--- src/rtl/knn_point_fetch.sv ---
// Point-record fetch engine for a KNN core: reads {data, label} word pairs
// over a simple read-only master port and hands each point over with valid/ready.
module knn_point_fetch #(
  parameter int ADDR_W = 32,
  parameter int DATA_W = 32,
  parameter int CNT_W  = 16
) (
  input  logic                clk,
  input  logic                rst,
  input  logic                start,
  input  logic [ADDR_W-1:0]   base_addr,
  input  logic [CNT_W-1:0]    n_points,
  output logic                m_valid,
  output logic [ADDR_W-1:0]   m_addr,
  output logic [DATA_W-1:0]   m_wdata,
  output logic [DATA_W/8-1:0] m_wstrb,
  input  logic [DATA_W-1:0]   m_rdata,
  input  logic                m_ready,
  output logic                pt_valid,
  input  logic                pt_ready,
  output logic [DATA_W-1:0]   pt_data,
  output logic [DATA_W-1:0]   pt_label,
  output logic                pt_last,
  output logic                busy,
  output logic                done,
  output logic [CNT_W-1:0]    pt_count
);

  typedef enum logic [2:0] {IDLE, RD_DATA, RD_LABEL, PUSH, DONE} state_t;

  state_t              state_q, state_d;
  logic                m_valid_q, m_valid_d;
  logic [ADDR_W-1:0]   m_addr_q, m_addr_d;
  logic [ADDR_W-1:0]   rec_addr_q, rec_addr_d;
  logic [CNT_W-1:0]    n_q, n_d;
  logic                pt_valid_q, pt_valid_d;
  logic [DATA_W-1:0]   pt_data_q, pt_data_d;
  logic [DATA_W-1:0]   pt_label_q, pt_label_d;
  logic                pt_last_q, pt_last_d;
  logic                busy_q, busy_d;
  logic                done_q, done_d;
  logic [CNT_W-1:0]    pt_count_q, pt_count_d;

  always_comb begin
    state_d    = state_q;
    m_valid_d  = m_valid_q;
    m_addr_d   = m_addr_q;
    rec_addr_d = rec_addr_q;
    n_d        = n_q;
    pt_valid_d = pt_valid_q;
    pt_data_d  = pt_data_q;
    pt_label_d = pt_label_q;
    pt_last_d  = pt_last_q;
    busy_d     = busy_q;
    done_d     = 1'b0;
    pt_count_d = pt_count_q;

    case (state_q)
      IDLE: begin
        if (start) begin
          busy_d     = 1'b1;
          pt_count_d = '0;
          n_d        = n_points;
          rec_addr_d = base_addr;
          if (n_points != '0) begin
            state_d   = RD_DATA;
            m_valid_d = 1'b1;
            m_addr_d  = base_addr;
          end else begin
            state_d = DONE;
            done_d  = 1'b1;
          end
        end
      end
      RD_DATA: begin
        if (m_valid_q && m_ready) begin
          pt_data_d = m_rdata;
          m_valid_d = 1'b0;
          m_addr_d  = rec_addr_q + ADDR_W'(4);
          state_d   = RD_LABEL;
        end
      end
      RD_LABEL: begin
        // Entry cycle leaves m_valid low so requests are never back-to-back.
        if (!m_valid_q) begin
          m_valid_d = 1'b1;
        end else if (m_ready) begin
          pt_label_d = m_rdata;
          m_valid_d  = 1'b0;
          pt_valid_d = 1'b1;
          pt_last_d  = (pt_count_q == n_q - CNT_W'(1));
          state_d    = PUSH;
        end
      end
      PUSH: begin
        if (pt_ready) begin
          pt_valid_d = 1'b0;
          pt_last_d  = 1'b0;
          pt_count_d = pt_count_q + CNT_W'(1);
          if (pt_last_q) begin
            state_d = DONE;
            done_d  = 1'b1;
          end else begin
            rec_addr_d = rec_addr_q + ADDR_W'(8);
            m_addr_d   = rec_addr_q + ADDR_W'(8);
            m_valid_d  = 1'b1;
            state_d    = RD_DATA;
          end
        end
      end
      DONE: begin
        busy_d  = 1'b0;
        state_d = IDLE;
      end
      default: state_d = IDLE;
    endcase
  end

  always_ff @(posedge clk or posedge rst) begin
    if (rst) begin
      state_q    <= IDLE;
      m_valid_q  <= 1'b0;
      m_addr_q   <= '0;
      rec_addr_q <= '0;
      n_q        <= '0;
      pt_valid_q <= 1'b0;
      pt_data_q  <= '0;
      pt_label_q <= '0;
      pt_last_q  <= 1'b0;
      busy_q     <= 1'b0;
      done_q     <= 1'b0;
      pt_count_q <= '0;
    end else begin
      state_q    <= state_d;
      m_valid_q  <= m_valid_d;
      m_addr_q   <= m_addr_d;
      rec_addr_q <= rec_addr_d;
      n_q        <= n_d;
      pt_valid_q <= pt_valid_d;
      pt_data_q  <= pt_data_d;
      pt_label_q <= pt_label_d;
      pt_last_q  <= pt_last_d;
      busy_q     <= busy_d;
      done_q     <= done_d;
      pt_count_q <= pt_count_d;
    end
  end

  assign m_valid  = m_valid_q;
  assign m_addr   = m_addr_q;
  assign m_wdata  = '0;
  assign m_wstrb  = '0;
  assign pt_valid = pt_valid_q;
  assign pt_data  = pt_data_q;
  assign pt_label = pt_label_q;
  assign pt_last  = pt_last_q;
  assign busy     = busy_q;
  assign done     = done_q;
  assign pt_count = pt_count_q;

endmodule

--- config.mk ---
export PLATFORM = sky130hd
export DESIGN_NAME = knn_point_fetch
export DESIGN_NICKNAME = d
export VERILOG_FILES = /design/src/rtl/knn_point_fetch.sv
export SDC_FILE = /design/constraint.sdc
export NUM_CORES = 1
export LEC_CHECK = 0
export CAP_MARGIN = 20
export CORE_UTILIZATION = 40
export DETAILED_ROUTE_END_ITERATION = 8
export DONT_BUFFER_PORTS = 1
export PLACE_DENSITY_LB_ADDON = 0.15
export SYNTH_ARGS = -nofsm -noshare
export SYNTH_HDL_FRONTEND = slang
export SYNTH_SLANG_ARGS = --single-unit
--- constraint.sdc ---
create_clock -name clk -period 5.3 [get_ports clk]
set_input_delay 0 -clock clk [delete_from_list [all_inputs] [get_ports clk]]
set_output_delay 0 -clock clk [all_outputs]
set_load 0.05 [all_outputs]
==> metrics.txt, run 1 <==
outcome finished, final reports clean; power per cell area between 700 and 800 nW/um^2; worst hold-check path type in -> reg; Fin. Hold Viols 0; flop and latch count out of synthesis around 170; Synth Instances about 940; CTS sink cnt approximately 170; worst reg-to-reg setup slack roughly 2200 ps; Primary FF master, synth dfrtp_1; max cap viols 0; clock root buffer clkbuf_16; Tmin final roughly 3100 ps; Required @ worst endpoint ~5700 ps; Final ANT Viol Nets 0; crit-path cells nor2b_2, buf_4, and2_2, buf_4, nand3_1, or3_1, o2111ai_1, o21a_1; Syn Area/Cell around 9.8 sq um; Final Power slightly below 8000 uW; total CTS buffers 17; CP Class reg -> reg; CTS H-tree lvls 4; utilization after layout between 40% and 50%; worst hold start start; Hold WS around 32 ps; Worst Hold Depth 3; CP peak stage delay roughly 800 ps; Most common cell on crit path buf_4; Rows 55; Arr. time, crit path between 3000 and 4000 ps; dpl hpwl ~17,000 um; final setup fails 0; vias in the first global route between 7,000 and 8,000; layout filler cell count ~2,200; Worst path slowest cell dfrtp_1; clk_lat worst skew 430 ps; Die X roughly 150 um; Fin Clk Skew 15.5 ps; clk buf depth 2; Max-slew headroom between 30% and 40%; initial antenna violation count 3; CP Capture Type flop; area grow syn2layout 16.9%; RSZ-0062 raised after global routing false; hold path endpoint state_q[0]; Overflow after GRT 0; CP max FO 52; IO Count 238; number of synthesized flops with an enable pin 0; commonest non-fill, non-tap cell in the layout dfrtp_1; nets@finish between 1,000 and 1,500; largest net degree at the start of global routing 70; core area roughly 23,000 sq um; Worst-Margin Slew ~1000 ps; Leak roughly 0.0044 uW; multi-input logic area ~4600 sq um; Residual DRC 0; reg2reg start state_q[0]; asr flop ratio synth between 90% and 100%; CTS resizes 0; r2r worst-path depth 8; most frequent cells in the layout dfrtp_1, dlygate4sd3_1, mux2_2, nand2_1, nor2_1; GRT Overall Usage 21.7%; critical path launch point type flop; buffers added on ports 0; sequential cell area between 4000 and 5000 sq um; DRT iter0 DRCs 470; overall routed net length around 25,000 um; Fin Setup TNS 0 ps; synth unique cells 68; Wirelength per Cell between 15 and 20 um; clk slew on worst S/H paths about 70 ps; gpl congestion 0.830; Final Slew Violations 0; Seq/Total Area, Yosys around 46%; Fmax achieved roughly 320 MHz; Peak VDD IR between 0.3 and 0.4 mV; Post-Syn Area just over 9000 sq um; die area about 24,000 sq um; Pre-antenna DRT Iters 5; period utilization between 50% and 60%; Critical R2R Capture m_addr[30]; final instance area roughly 11,000 sq um; placed instance area around 9300 sq um; first-pass GRT wire length approximately 40,000 um; Synth warnings 0; Avg Vias per Cell around 5.5; ratio of cells with drive above 1 in the final layout between 10% and 20%; Die Height approximately 150 um; via count between 7,000 and 8,000; Initial Util between 40% and 50%; CTS tree built
routing by layer:
layer	global-route usage, %	routed length, um
met5	0	27
met4	5.52	235
met3	6.37	1840
met2	33.4	11100
met1	29.9	11900
final cells by class:
type	count	area share, %
multi-input cells	696	42.6
flip-flops and latches	168	39.1
repair buffers	99	8.87
clock buffers	17	3.96
well taps	285	3.32
clock inverters	15	1.43
inverters	19	0.710
diodes	1	0.0233
power by group:
group	total (uW)	internal (uW)	switching, uW
Sequential	3890	1850	2040
Combinational	2650	1150	1500
Clock	1240	629	610
cells in the mapped netlist (4+ instances only):
cell type	number	area share (%)
nor2_1	82	3.3
mux2_2	83	10
a21o_1	5	0.41
ha_1	4	0.54
nand2_1	82	3.3
a22oi_1	4	0.33
nand2b_1	5	0.34
a31oi_1	5	0.34
o221ai_1	5	0.48
dfrtp_1	168	46
and3_1	9	0.61
buf_2	11	0.60
nor4_1	16	1.1
o22ai_1	10	0.68
and2_1	5	0.34
mux2i_1	14	1.5
buf_4	36	2.9
nand4_1	23	1.6
or3_1	4	0.27
xnor2_1	44	4.2
xor2_1	24	2.3
o22a_1	4	0.38
a21oi_1	65	3.5
o211ai_1	4	0.33
nor2b_1	4	0.27
nand3_1	30	1.6
o21ai_0	57	3.1
clkbuf_1	46	1.9
inv_1	19	0.78
nor3_1	14	0.76
metrics by stage:
step	cells	setup WS, ps
2_1_floorplan	977	753
3_3_place_gp	1183	2280
3_5_place_dp	1183	2170
4_1_cts	1299	2150
5_1_grt	1300	1940
6_report	1300	2160
repair_timing:
item,CTS,global route
setup buffers,0,0
setup endpoints to repair,0,0
hold buffers,84,0
endpoints found under the hold margin,183,0
worst max-delay path: cells and delay by family (launching register included):
| family | cells | cell delay, ps |
|---|---|---|
| and+or+nand+nor | 4 | 1250 |
| DFF | 1 | 790 |
| buffers and inverters | 2 | 780 |
| AOI/OAI and AO/OA | 2 | 250 |
logic make-up after synthesis:
| kind of cell | share of synthesized area [%] |
|---|---|
| fa+ha+maj | 0.544 |
| xor+xnor | 6.47 |
| buf+inv | 6.23 |
| simple gates | 16.3 |
| mux | 11.7 |
| other cells | 0.0408 |
| compound gates | 13.1 |
| flops | 45.7 |
worst max path at each step:
stage,from,endpoint,slack [ps],depth (start not counted)
CTS,state_q[0],m_addr[30],2150,8
detailed placement,state_q[0],m_addr[30],2170,8
floorplan,rst,busy,750,1
finish,state_q[0],m_addr[30],2160,8
global placement,state_q[0],m_addr[30],2280,8
global route,state_q[0],m_addr[30],1940,8
registers in the layout (all words and copies together) (netlist names):
name,flops
busy,1
done,1
m_addr,32
m_valid,1
n_q,16
pt_count,16
pt_data,32
pt_label,32
pt_last,1
pt_valid,1
rec_addr_q,32
state_q,3
Note: power is estimated with default switching activity, not from simulation.
==> run 2: changes to the inputs <==
==> constraint.sdc (replaced) <==
create_clock -name clk -period 2.6 [get_ports clk]
set_input_delay 0 -clock clk [delete_from_list [all_inputs] [get_ports clk]]
set_output_delay 0 -clock clk [all_outputs]
set_load 0.05 [all_outputs]
==> run 2 against run 1 <==
  * Flip-flop and latch count is the same
  * Combinational power grew 120%
  * Routed wire length grew 2.1%
  * Sequential share of layout area shrank 1.6 points
  * Die area is the same
  * Power grew 110%
  * Setup slack lost 2000 ps
  * First-iteration DRC count shrank 5.3%
  * Fmax grew 31%
  * Cell count grew 3.8%
  * Clock-buffer cell count is the same
  * Critical endpoint is now pt_last
  * Largest power group unchanged
  * Highest routed layer unchanged
==> metrics.txt, run 2 (synthesis results as in run 1) <==
outcome finished, final reports clean; Pre-antenna DRT Iters 5; CTS H-tree lvls 4; Arr. time, crit path 2750 ps; Max-slew headroom roughly 58%; Overflow after GRT 0; period utilization a little over 90%; dpl hpwl around 18,000 um; overall routed net length 25,600 um; initial antenna violation count 2; Residual DRC 0; first-pass GRT wire length 41,700 um; area grow syn2layout 21.8%; vias in the first global route roughly 7,400; CP Class reg -> reg; die area 23,600 sq um; Final Slew Violations 0; r2r worst-path depth 8; clk_lat worst skew 440 ps; Buf+Inv Stages, Crit Path 1; Tmin final approximately 2400 ps; clk buf depth 2; CP Depth 8; Fin Clk Skew around 17 ps; final instance area roughly 11,000 sq um; critical path launch point type flop; ratio of cells with drive above 1 in the final layout about a fifth; Fin. Hold Viols 0; GRT Overall Usage between 20 and 25%; largest net degree at the start of global routing between 50 and 60; CP max FO 7; CTS sink cnt 168; CP Capture Type flop; commonest non-fill, non-tap cell in the layout dfrtp_1; Initial Util about two fifths; Avg Vias per Cell between 5 and 6; Fin Setup TNS 0 ps; DRT iter0 DRCs about 450; Rows 55; via count approximately 7,400; final setup fails 0; CTS tree built; Wirelength per Cell 19.0 um; Die X between 150 and 200 um; CP peak stage delay between 400 and 500 ps; IO Count around 240; Worst Hold Depth 4; core area around 23,000 sq um; Worst-Margin Slew about 630 ps; clk slew on worst S/H paths 80 ps; nets@finish 1,139; Die Height 154 um; total CTS buffers 17; max cap viols 0; utilization after layout about half; Worst path top cell family by delay simple AND/OR/NAND/NOR gates; clock root buffer clkbuf_16; Peak VDD IR around 0.94 mV; power per cell area 1450 nW/um^2; Worst path slowest cell or4b_1; Required @ worst endpoint 2950 ps; Final ANT Viol Nets 0; crit-path cells inv_1, ha_2, or4b_1, nor2_1, xor2_1, or4_1, and3_1, o31ai_2; placed instance area about 9700 sq um; gpl congestion just under 0.9; Fmax achieved ~420 MHz; worst hold-check path type in -> reg; Hold WS ~22 ps; RSZ-0062 raised after global routing false; Leak 0.00463 uW; most frequent cells in the layout dfrtp_1, dlygate4sd3_1, mux2_2, nand2_1, nor2_1; buffers added on ports 0
## run 2: changes by cell type in the layout (fill, tap and decap cells not counted), moves of 2 or more
| cell | before | now |
|---|---|---|
| buf_12 | 0 | 5 |
| clkinv_8 | 2 | 5 |
| inv_6 | 5 | 3 |
| buf_4 | 15 | 58 |
## run 2: layout make-up
cell class / instances / area (sq um)
timing repair buffer: 148 / 1390
tap: 285 / 357
sequential: 168 / 4200
inverter: 19 / 75.1
antenna: 1 / 2.50
fill: 2115 / 11400
clock inverter: 15 / 175
multi-input combinational: 696 / 4580
clock buffer: 17 / 425
## run 2: path summary, 6_finish.rpt
kind | from | end | slack, ps
hold reg to reg | rec_addr_q[1] | rec_addr_q[1] | 510
min in group asynchronous | rst | rec_addr_q[12] | 140
setup / recovery | n_q[0] | pt_last | 200
hold / removal | n_points[4] | state_q[2] | 20
setup reg to reg | n_q[0] | pt_last | 200
max in group asynchronous | rst | n_q[14] | 1930
## run 2: through the flow
step,std cells,total power (uW),setup WS [ps]
finish,1349,16200,198
global route,1349,17300,44.2
CTS,1347,16300,164
detailed placement,1230,13500,159
global placement,1230,13500,253
floorplan,977,11800,203
## run 2: power by group
part	switching, uW	internal, uW
logic	3360	2600
clock network	1280	1300
registers	3910	3780
total	8550	7680
## run 2: metal layers
| metal | track usage [%] | part of all wire [%] |
|---|---|---|
| met2 | 34.0 | 44 |
| met5 | 0 | 0.039 |
| met3 | 7.22 | 8.6 |
| met4 | 6.81 | 1.3 |
| met1 | 30.4 | 46 |
## run 2: worst reg2reg max path: stages, from the launching register on
cell	delay, ps
dfrtp_1	430
inv_1	120
ha_2	240
or4b_1	480
nor2_1	160
xor2_1	80
or4_1	390
and3_1	190
o31ai_2	230
## run 2: what timing repair did
| item | in CTS | in global routing |
|---|---|---|
| endpoints found under the setup margin | 0 | 1 |
| hold buffers | 85 | 0 |
| resized for setup | 0 | 1 |
| hold endpoints to repair | 184 | 0 |
| setup buffers | 0 | 0 |
